===== config.mk =====
export PLATFORM = sky130hd
export DESIGN_NAME = sonar_rx_decoder
export DESIGN_NICKNAME = d
export VERILOG_FILES = /design/src/rtl/sonar_pkg.sv /design/src/rtl/rx_serial_7o1.sv /design/src/rtl/sonar_rx_decoder.sv
export SDC_FILE = /design/constraint.sdc
export NUM_CORES = 1
export LEC_CHECK = 0
export BUFFER_PORTS_ARGS = -buffer_cell sky130_fd_sc_hd__buf_2
export CORE_MARGIN = 2
export CORE_UTILIZATION = 59
export DETAILED_ROUTE_END_ITERATION = 12
export PLACE_DENSITY = 0.84
export SETUP_SLACK_MARGIN = 0.02
export SYNTH_ARGS = -nofsm -noshare
export SYNTH_HDL_FRONTEND = slang
export SYNTH_HIERARCHICAL = 1
export SYNTH_SLANG_ARGS = --single-unit

===== constraint.sdc =====
create_clock -name clock -period 2.5 [get_ports clock]
set_clock_uncertainty 0.1 [all_clocks]
set_input_delay 0.25 -clock clock [delete_from_list [all_inputs] [get_ports clock]]
set_output_delay 0.25 -clock clock [all_outputs]
set_load 0.005 [all_outputs]

===== src/rtl/sonar_pkg.sv =====
// ============================================================================
// Module : sonar_pkg
// Brief  : ASCII constants and FSM state encodings shared by the sonar
//          serial transmit and receive sides.
// Rev    : 1.0 - initial release
// ============================================================================
`default_nettype none

package sonar_pkg;

    localparam logic [7:0] ASCII_ZERO = 8'h30;
    localparam logic [7:0] ASCII_NOVE = 8'h39;
    localparam logic [7:0] ASCII_VIRG = 8'h2C;
    localparam logic [7:0] ASCII_HASH = 8'h23;

    typedef enum logic [3:0] {
        P_IDLE   = 4'h0,
        P_A2     = 4'h1,
        P_A1     = 4'h2,
        P_A0     = 4'h3,
        P_VIRG   = 4'h4,
        P_D2     = 4'h5,
        P_D1     = 4'h6,
        P_D0     = 4'h7,
        P_HASH   = 4'h8,
        P_RESYNC = 4'hF
    } parser_state_t;

    typedef enum logic [3:0] {
        RX_IDLE     = 4'h0,
        RX_START    = 4'h1,
        RX_DADOS    = 4'h2,
        RX_PARIDADE = 4'h3,
        RX_STOP     = 4'h4,
        RX_ESPERA   = 4'h5
    } rx_state_t;

    function automatic logic is_digit(input logic [7:0] c);
        return (c >= ASCII_ZERO) && (c <= ASCII_NOVE);
    endfunction

endpackage

`default_nettype wire


===== src/rtl/rx_serial_7o1.sv =====
// ============================================================================
// Module : rx_serial_7o1
// Brief  : 7O1 UART receiver: input synchroniser, baud counter, receive FSM
//          and odd-parity check. Parity enforcement: SONAR_RX_PARITY_EN.
// Rev    : 1.0 - initial release
// ============================================================================
`default_nettype none

module rx_serial_7o1 #(
    parameter int CLK_DIV     = 434,
    parameter int SYNC_STAGES = 2
) (
    input  logic       clock,
    input  logic       reset,
    input  logic       entrada_serial,
    output logic [6:0] dado,
    output logic       byte_valido,
    output logic       erro_rx,
    output logic       erro_paridade,
    output logic [3:0] db_estado
);
    import sonar_pkg::*;

`ifdef SONAR_RX_PARITY_EN
    localparam logic c_PARITY_EN = 1'b1;
`else
    localparam logic c_PARITY_EN = 1'b0;
`endif

    localparam int              c_CW   = $clog2(CLK_DIV);
    localparam logic [c_CW-1:0] c_FULL = c_CW'(CLK_DIV - 1);
    localparam logic [c_CW-1:0] c_HALF = c_CW'(CLK_DIV / 2 - 1);

    rx_state_t                r_state;
    rx_state_t                w_next;
    logic [SYNC_STAGES-1:0]   r_sync;
    logic                     r_rx_prev;
    logic [c_CW-1:0]          r_cnt;
    logic [2:0]               r_bit;
    logic [6:0]               r_shift;
    logic                     r_par;
    logic [6:0]               r_dado;
    logic                     r_byte_valido;
    logic                     r_erro_rx;
    logic                     r_erro_par;
    logic                     w_rx;
    logic                     w_half;
    logic                     w_full;
    logic                     w_par_ok;
    logic                     w_par_bad;

    assign w_rx      = r_sync[SYNC_STAGES-1];
    assign w_half    = (r_cnt == c_HALF);
    assign w_full    = (r_cnt == c_FULL);
    // Odd parity: data plus parity bit must carry an odd number of ones.
    assign w_par_ok  = ^{r_shift, r_par};
    assign w_par_bad = c_PARITY_EN & ~w_par_ok;

    always_ff @(posedge clock or posedge reset) begin
        if (reset) r_state <= RX_IDLE;
        else       r_state <= w_next;
    end

    always_comb begin
        w_next = r_state;
        case (r_state)
            RX_IDLE:     if (r_rx_prev && !w_rx) w_next = RX_START;
            RX_START:    if (w_half) w_next = w_rx ? RX_IDLE : RX_DADOS;
            RX_DADOS:    if (w_full && (r_bit == 3'd6)) w_next = RX_PARIDADE;
            RX_PARIDADE: if (w_full) w_next = RX_STOP;
            RX_STOP:     if (w_full) w_next = w_rx ? RX_IDLE : RX_ESPERA;
            RX_ESPERA:   if (w_rx) w_next = RX_IDLE;
            default:     w_next = RX_IDLE;
        endcase
    end

    always_ff @(posedge clock or posedge reset) begin
        if (reset) begin
            r_sync        <= '1;
            r_rx_prev     <= 1'b1;
            r_cnt         <= '0;
            r_bit         <= '0;
            r_shift       <= '0;
            r_par         <= 1'b0;
            r_dado        <= '0;
            r_byte_valido <= 1'b0;
            r_erro_rx     <= 1'b0;
            r_erro_par    <= 1'b0;
        end else begin
            r_sync        <= {r_sync[SYNC_STAGES-2:0], entrada_serial};
            r_rx_prev     <= w_rx;
            r_byte_valido <= 1'b0;
            r_erro_rx     <= 1'b0;
            r_erro_par    <= 1'b0;

            // The counter restarts on every state change and at each bit boundary.
            if ((r_state != w_next) || w_full)
                r_cnt <= '0;
            else if ((r_state != RX_IDLE) && (r_state != RX_ESPERA))
                r_cnt <= r_cnt + 1'b1;

            if ((r_state == RX_START) && (w_next == RX_DADOS))
                r_bit <= '0;

            if ((r_state == RX_DADOS) && w_full) begin
                r_shift <= {w_rx, r_shift[6:1]};
                r_bit   <= r_bit + 1'b1;
            end

            if ((r_state == RX_PARIDADE) && w_full)
                r_par <= w_rx;

            if ((r_state == RX_STOP) && w_full) begin
                if (!w_rx) begin
                    r_erro_rx <= 1'b1;
                end else if (w_par_bad) begin
                    r_erro_rx  <= 1'b1;
                    r_erro_par <= 1'b1;
                end else begin
                    r_byte_valido <= 1'b1;
                    r_dado        <= r_shift;
                end
            end
        end
    end

    assign dado          = r_dado;
    assign byte_valido   = r_byte_valido;
    assign erro_rx       = r_erro_rx;
    assign erro_paridade = r_erro_par;
    assign db_estado     = r_state;

endmodule

`default_nettype wire


===== src/rtl/sonar_rx_decoder.sv =====
// ============================================================================
// Module : sonar_rx_decoder
// Brief  : Decodes "AAA,DDD#" sonar telemetry from a 7O1 serial line into BCD
//          angle/distance. Optional parity enforcement: SONAR_RX_PARITY_EN.
// Rev    : 1.0 - initial release
// ============================================================================
`default_nettype none

module sonar_rx_decoder #(
    parameter int CLK_DIV     = 434,
    parameter int SYNC_STAGES = 2
) (
    input  logic        clock,
    input  logic        reset,
    input  logic        entrada_serial,
    output logic [11:0] angulo,
    output logic [11:0] distancia,
    output logic        pronto,
    output logic        erro,
    output logic [3:0]  db_estado,
    output logic [3:0]  db_estado_rx
);
    import sonar_pkg::*;

    logic [6:0]      w_dado;
    logic            w_byte_valido;
    logic            w_erro_rx;
    logic            w_erro_par;
    logic [7:0]      w_byte;
    logic            w_is_digit;
    logic            w_is_virg;
    logic            w_is_hash;

    parser_state_t   r_state;
    parser_state_t   w_next;
    logic            w_bad;
    logic            w_err;
    logic            w_commit;
    logic            w_store_en;
    logic [2:0]      w_store_idx;

    logic [5:0][3:0] r_shadow;
    logic [11:0]     r_angulo;
    logic [11:0]     r_distancia;
    logic            r_pronto;
    logic            r_erro;

    rx_serial_7o1 #(
        .CLK_DIV     (CLK_DIV),
        .SYNC_STAGES (SYNC_STAGES)
    ) u_rx (
        .clock          (clock),
        .reset          (reset),
        .entrada_serial (entrada_serial),
        .dado           (w_dado),
        .byte_valido    (w_byte_valido),
        .erro_rx        (w_erro_rx),
        .erro_paridade  (w_erro_par),
        .db_estado      (db_estado_rx)
    );

    assign w_byte     = {1'b0, w_dado};
    assign w_is_digit = is_digit(w_byte);
    assign w_is_virg  = (w_byte == ASCII_VIRG);
    assign w_is_hash  = (w_byte == ASCII_HASH);

    always_ff @(posedge clock or posedge reset) begin
        if (reset) r_state <= P_IDLE;
        else       r_state <= w_next;
    end

    always_comb begin
        w_next      = r_state;
        w_bad       = 1'b0;
        w_err       = 1'b0;
        w_commit    = 1'b0;
        w_store_en  = 1'b0;
        w_store_idx = 3'd0;
        if (w_erro_par) begin
            w_next = P_RESYNC;
        end else if (w_byte_valido) begin
            case (r_state)
                P_IDLE, P_A2: begin
                    if (w_is_digit) begin w_store_en = 1'b1; w_store_idx = 3'd0; w_next = P_A1; end
                    else w_bad = 1'b1;
                end
                P_A1: begin
                    if (w_is_digit) begin w_store_en = 1'b1; w_store_idx = 3'd1; w_next = P_A0; end
                    else w_bad = 1'b1;
                end
                P_A0: begin
                    if (w_is_digit) begin w_store_en = 1'b1; w_store_idx = 3'd2; w_next = P_VIRG; end
                    else w_bad = 1'b1;
                end
                P_VIRG: begin
                    if (w_is_virg) w_next = P_D2;
                    else w_bad = 1'b1;
                end
                P_D2: begin
                    if (w_is_digit) begin w_store_en = 1'b1; w_store_idx = 3'd3; w_next = P_D1; end
                    else w_bad = 1'b1;
                end
                P_D1: begin
                    if (w_is_digit) begin w_store_en = 1'b1; w_store_idx = 3'd4; w_next = P_D0; end
                    else w_bad = 1'b1;
                end
                P_D0: begin
                    if (w_is_digit) begin w_store_en = 1'b1; w_store_idx = 3'd5; w_next = P_HASH; end
                    else w_bad = 1'b1;
                end
                P_HASH: begin
                    if (w_is_hash) begin w_commit = 1'b1; w_next = P_IDLE; end
                    else w_bad = 1'b1;
                end
                P_RESYNC: if (w_is_hash) w_next = P_IDLE;
                default:  w_next = P_IDLE;
            endcase
            // A stray '#' already marks the start of a fresh message.
            if (w_bad) begin
                w_err  = 1'b1;
                w_next = w_is_hash ? P_IDLE : P_RESYNC;
            end
        end
    end

    always_ff @(posedge clock or posedge reset) begin
        if (reset) begin
            r_shadow    <= '0;
            r_angulo    <= '0;
            r_distancia <= '0;
            r_pronto    <= 1'b0;
            r_erro      <= 1'b0;
        end else begin
            // Digits '0'..'9' have their value in the low nibble of the code.
            if (w_store_en)
                r_shadow[w_store_idx] <= w_dado[3:0];
            if (w_commit) begin
                r_angulo    <= {r_shadow[0], r_shadow[1], r_shadow[2]};
                r_distancia <= {r_shadow[3], r_shadow[4], r_shadow[5]};
            end
            r_pronto <= w_commit;
            r_erro   <= w_err | w_erro_rx;
        end
    end

    assign angulo    = r_angulo;
    assign distancia = r_distancia;
    assign pronto    = r_pronto;
    assign erro      = r_erro;
    assign db_estado = r_state;

endmodule

`default_nettype wire

# ---- Word-level counts from Yosys, hierarchy flattened
# Index checks and enable logic that the tools add are counted.
dict set report totals {
  regBits 89
  in_bits 3
  elab_cells 129
}
dict set report classes {
  add_sub_neg 2
  magnitude_cmp 4
  eq_ne 30
  n_mux 52
  bitwise 1
  reduce_logical 20
}
# cell n
set op_table {}
lappend op_table {{2-to-1 mux 4 bit} 18}
lappend op_table {{case mux 4 bit (8 select lines)} 1}
lappend op_table {{bitwise mux 24 bit} 1}
lappend op_table {{equality test 4 x 3 -> 1 bit (second input constant)} 6}
lappend op_table {{case mux 4 bit (6 select lines)} 1}
lappend op_table {{!= test 3 bit (second input constant)} 7}
lappend op_table {{equality test 4 x 2 -> 1 bit (second input constant)} 5}
lappend op_table {{2-to-1 mux 3 bit} 6}
lappend op_table {{2-to-1 mux 9 bit} 2}
lappend op_table {{2-to-1 mux 1 bit} 17}
lappend op_table {{case mux 3 bit (5 select lines)} 1}
lappend op_table {{equality test 7 x 6 -> 1 bit (second input constant)} 2}
lappend op_table {{demux 4 bit (select 3 bit)} 1}
lappend op_table {{adder 9 x 1 -> 9 bit (second input constant)} 1}
lappend op_table {{equality test 9 x 8 -> 1 bit (second input constant)} 1}
lappend op_table {{equality test 9 bit (second input constant)} 1}
lappend op_table {{AND reduction 9 bit} 1}
lappend op_table {{equality test 4 x 1 -> 1 bit (second input constant)} 2}
lappend op_table {{equality test 4 bit (second input constant)} 2}
lappend op_table {{logical AND 1 bit} 8}
lappend op_table {{zero test 4 bit} 2}
lappend op_table {{>= comparator 7 x 6 -> 1 bit (second input constant)} 1}
lappend op_table {{<= comparator 7 x 6 -> 1 bit (second input constant)} 1}
lappend op_table {{OR reduction 7 bit} 1}
lappend op_table {{other kinds (16)} 20}

# ---- Longest topological paths before layout
dict set report depth {
  depth_word 10
  ltp_mapped 8
  depth_no_buf 7
}

# ---- Hierarchy
# Netlist, hierarchy kept.
# module instances cells_per_inst area_each_um2 seq_area_each_um2
set by_module_without_submodules {}
lappend by_module_without_submodules {sonar_rx_decoder 1 160 2381.0 1351.3}
lappend by_module_without_submodules {rx_serial_7o1 1 139 1788.0 879.6}

# ---- Worst setup path after synthesis
# No wires, ideal clock.
dict set report synth_timing {
  kind {flip-flop to flip-flop}
  start {reg u_rx.r_state[2] (netlist: u_rx/db_estado[2])}
  end {reg u_rx.r_cnt[0]}
  setup_time_ps 142
  t_arrival_ps 1814
  path_slack_ps 444
  path_stages_with_launch 7
  synth_period_minus_slack_ps 2056
  path_cell_list {dfrtp_1 > buf_6 > or3b_1 > a2111oi_4 > a2111oi_4 > xnor2_4 > nor3_2}
}
dict set report synth_via {
  elab_chain_len 5
  word_cells_on_any_way 20
  classes_between {eq/ne (7); mux (8); reduce/logical (5)}
}
# item line
set synth_lines {}
lappend synth_lines {{start: declaration} rx_serial_7o1.sv:34} ;# rx_state_t r_state;
lappend synth_lines {{start signal: assignment} rx_serial_7o1.sv:61} ;# else r_state <= w_next;
lappend synth_lines {{equality test 4 x 3 -> 1 bit (tied with other cells)} rx_serial_7o1.sv:66} ;# case (r_state)
lappend synth_lines {{case mux 4 bit (6 select lines)} rx_serial_7o1.sv:66}
lappend synth_lines {{!= test 4 bit} rx_serial_7o1.sv:97} ;# if ((r_state != w_next) || w_full)
lappend synth_lines {{logical OR 1 bit} rx_serial_7o1.sv:97}
lappend synth_lines {{2-to-1 mux 9 bit / nonzero test 2 bit (equally long branches)} -}
lappend synth_lines {{end signal: assignment} rx_serial_7o1.sv:100} ;# r_cnt <= r_cnt + 1'b1;
lappend synth_lines {{end: declaration} rx_serial_7o1.sv:38} ;# logic [c_CW-1:0] r_cnt;
# Several ways; a longest one is shown, not always the timed one.
# A chain may end at the register's enable or synchronous reset.

# ---- Final worst setup path
dict set report layout_timing {
  start {reg u_rx.r_dado[2] (netlist: u_rx/dado[2])}
  end {reg r_shadow[23] (netlist bit)}
}
dict set report layout_via {
  elab_chain_len 10
  word_cells_on_any_way 19
  classes_between {order compare (4); mux (13); reduce/logical (2)}
}
# item line
set layout_lines {}
lappend layout_lines {{start: declaration} rx_serial_7o1.sv:42} ;# logic [6:0] r_dado;
lappend layout_lines {{start signal: assignment} rx_serial_7o1.sv:121} ;# r_dado <= r_shift;
lappend layout_lines {{>= comparator 7 x 6 -> 1 bit / <= comparator 7 x 6 -> 1 bit (equally long branches)} sonar_pkg.sv:39} ;# return (c >= ASCII_ZERO) && (c <= ASCII_NOVE);
lappend layout_lines {{logical AND 1 bit (*)} sonar_pkg.sv:39}
lappend layout_lines {{2-to-1 mux 3 bit (tied with other cells)} sonar_rx_decoder.sv:108} ;# if (w_is_digit) begin w_store_en = 1'b1; w_store_idx = 3'd5; w_next = P_HASH; end
lappend layout_lines {{case mux 3 bit (5 select lines)} sonar_rx_decoder.sv:82} ;# case (r_state)
lappend layout_lines {{2-to-1 mux 3 bit} sonar_rx_decoder.sv:81} ;# end else if (w_byte_valido) begin
lappend layout_lines {{< comparator 3 x 4 -> 1 bit (implied by the code) / >= comparator 3 x 1 -> 1 bit (equally long branches)} sonar_rx_decoder.sv:136} ;# r_shadow[w_store_idx] <= w_dado[3:0];
lappend layout_lines {{logical AND 1 bit (implied by the code)} sonar_rx_decoder.sv:136}
lappend layout_lines {{2-to-1 mux 4 bit (implied by the code)} sonar_rx_decoder.sv:136}
lappend layout_lines {{demux 4 bit (select 3 bit)} sonar_rx_decoder.sv:136}
lappend layout_lines {{bitwise mux 24 bit} sonar_rx_decoder.sv:136}
lappend layout_lines {{end signal: indexed assignment} sonar_rx_decoder.sv:136}
lappend layout_lines {{end: declaration} sonar_rx_decoder.sv:42} ;# logic [5:0][3:0] r_shadow;
# Every way passes the cells marked *; elsewhere a longest branch is shown, timed or not.

==> results.yml <==
run_status:
  outcome: "complete, no violations"
clocking:
  cts_tree: "yes"
  cts_sinks: 89
  cts_hold_buf: 2
  clk_pin_slew_worst_paths_ns: 0.09
  clockBufferDepth: 2
  cts-htree-levels: 3
  cts_buffers: 9
  post_cts_resized: 0
  post_cts_buffers: 0
  clk_latency_ns: 0.36
  cts_root_buf: "clkbuf_8"
timing:
  finalSetupTns_ns: 0
  fin_crit_ns: 2.19
  drv_slew: 0
  fmax_ghz: 0.457
  rsz0062_at_grt: "false"
  relSlewSlack_pct: 56.0
  finalSetupViolations: 0
  max_slew.worst_pin.slew_ns: 0.660
  fin_crit_sh_pct: 87.5
  finalHoldViolCount: 0
route:
  dr_total_vias: 2483
  drtPass1Iterations: 4
  wire_per_inst_um: 16.4
  via_per_inst: 5.59
  drt_wl_total_um: 7270
  antenna_left: 0
  drc: 0
  drt_iter0_drc: 98
synth:
  syn_avg_cell_area_sq_um: 13.9
  yosysUniqueCellTypes: 61
  yosys.area.top_type: "dfrtp_1"
  ys_seq_elements: 89
  synthCells: 299
  yosysMostFrequentCell: "dfrtp_1"
  synth_edf_count: 0
  ys_warn_count: 6
  synth-main-ff-cell: "dfrtp_1"
  async_flop_share_pct: 100
  syn_area_sq_mm: 0.00417
  synthTopCellsByArea: "dfrtp_1, mux2_2, mux2_4"
  synth_top_area_share_pct: 51.6
  ys_top_cells_by_count: "dfrtp_1, mux2_2, mux2_4, nor2_1"
  ys_seq_area_share_pct: 53.5
power:
  p_sw_w: 0.000600
  clock_power_share_pct: 39.1
  fin_total_pwr_w: 0.00258
  seq_power_share_pct: 56.6
  p_int_w: 0.00198
  power_frac_comb_pct: 4.3
  peakVddDrop_uv: 332
  power.density_mw_per_mm2: 554
  sw_frac_of_total_pct: 23.3
  power.leakage_nw: 2.39
finish:
  multiInputGateArea_sq_mm: 0.00180
  diodes: 0
  final_util_pct: 68.2
  fin_area_sq_mm: 0.00466
  stdcell_count: 444
  fillers: 471
  syn2layout_area_growth_pct: 11.7
  drive_above_1_share_pct: 44.3
  seqCellArea_sq_mm: 0.00223
  fin_nets: 351
floorplanning:
  die_w_um: 88.1
  core.rowCount: 30
  pin_count: 37
  die_area_sq_mm: 0.00775
  core_area_sq_mm: 0.00683
  start_util_pct: 61.0
  die_h_um: 88.1
placement:
  hpwl_um: 5030
  portBuffers: 36
  place_area_sq_mm: 0.00443
  place_inst: 426
  place.gp.congestion: 0.912
worst_setup_path:
  crit_family: "simple AND/OR/NAND/NOR gates"
  crit_type: "reg -> reg"
  rr_worst_depth: 5
  path_max_fanout: 10
  crit_slowest_cell: "dfrtp_1"
  crit_arrival_ns: 2.34
  worstSetupStartpointType: "register"
  path_cells: "o21a_1 > nor3_2 > and3_1 > nor3b_2 > mux2_2"
  critPathBufInv: 0
  required_ns: 2.65
  endpoint_kind: "register"
  cpPeakStageDelay_ns: 0.52
  path_depth: 5
grt:
  grt_pass1_vias: 2502
  track_usage_pct: 20.8
  grt_max_degree: 55
  grt_pass1_wl_um: 12200
  gr-total-overflow: 0
  antenna_found_initial: 0
worst_hold_path:
  min_path_cells: 0
  holdCritPathClass: "reg -> reg"
flow_run:
  max-cap-violations: 0
==> power groups by stage <==
stage	clock network, W	logic, W	registers (W)
2_1_floorplan	0	0.0000892	0.00148
3_3_place_gp	0	0.000107	0.00149
3_5_place_dp	0	0.000110	0.00149
4_1_cts	0.00102	0.000113	0.00146
5_1_grt	0.00108	0.000126	0.00146
6_report	0.00101	0.000110	0.00146
==> per-layer routing <==
layer  global-route usage, %  vias to the layer above  share of wire [%]
met5                       0                        -                  0
met2                    34.8                       39                 50
met4                    10.5                        0                2.3
met3                    3.86                       16                3.0
li1                        -                     1165                  -
met1                    25.9                     1263                 44
==> final timing paths <==
path,startpoint,to,slack (ns)
min reg2reg,u_rx/r_sync[0]$_DFF_PP1_,u_rx/r_sync[1]$_DFF_PP1_,0.26
max reg2reg,u_rx/dado[2]$_DFFE_PP0P_,r_shadow[23]$_DFFE_PP0P_,0.31
min in group asynchronous,reset,u_rx/r_cnt[4]$_DFFE_PP0P_,0.43
max in group asynchronous,reset,db_estado[1]$_DFFE_PP0P_,1.34
max,u_rx/dado[2]$_DFFE_PP0P_,r_shadow[23]$_DFFE_PP0P_,0.31
min,u_rx/r_sync[0]$_DFF_PP1_,u_rx/r_sync[1]$_DFF_PP1_,0.26
==> per-stage QoR <==
step | setup WS, ns | hold WS (ns)
detailed placement | 0.328 | 0.249
finish | 0.312 | 0.260
global route | 0.187 | 0.267
floorplan | 0.444 | 0.154
CTS | 0.301 | 0.261
global placement | 0.393 | 0.247
==> worst register-to-register path: stages, from the launching register on <==
cell and delay, ns:
dfrtp_1 0.52, o21a_1 0.26, nor3_2 0.25, and3_1 0.24, nor3b_2 0.32, mux2_2 0.38
==> layout by cell type, fill, tap and decap left out, types with 4 or more instances in the layout <==
master,netlist,final
dfrtp_1,86,86
nand3_1,9,9
inv_1,10,9
xnor2_1,5,5
nor2_1,12,12
o21ai_0,4,4
xor2_1,4,4
a21oi_1,6,6
buf_2,2,36
mux2_4,19,19
and3_1,5,5
buf_4,4,8
mux2_2,43,43
nand2_1,10,10
ha_1,5,5
nor3_2,10,10
clkbuf_8,0,10
==> flip-flops by register name, summed over array words and instances (netlist names), 4 cells and up <==
name,count
u_rx/db_estado,4
angulo,12
u_rx/r_cnt,9
u_rx/r_shift,7
db_estado,4
u_rx/dado,7
distancia,12
r_shadow,24
==> kinds of logic (layout without fill, tap and decap cells) <==
| group | Yosys count | count (layout) | synth area share (%) |
|---|---|---|---|
| compound gates | 31 | 31 | 6.60 |
| mux | 63 | 63 | 18.7 |
| simple gates | 76 | 76 | 13.7 |
| buf+inv | 24 | 72 | 3.30 |
| xor+xnor | 10 | 10 | 2.55 |
| other cells | 1 | 2 | 0.0899 |
| flops | 89 | 89 | 53.5 |
| fa+ha+maj | 5 | 5 | 1.50 |
==> area by class of cell <==
type,count,share of cell area (%)
clock buffers,10,2.96
flip-flops and latches,89,47.9
inverters,10,0.806
well taps,96,2.58
repair buffers,46,5.59
multi-input cells,187,38.7
clock inverters,6,1.42
Power figures use the tool's default switching activity.
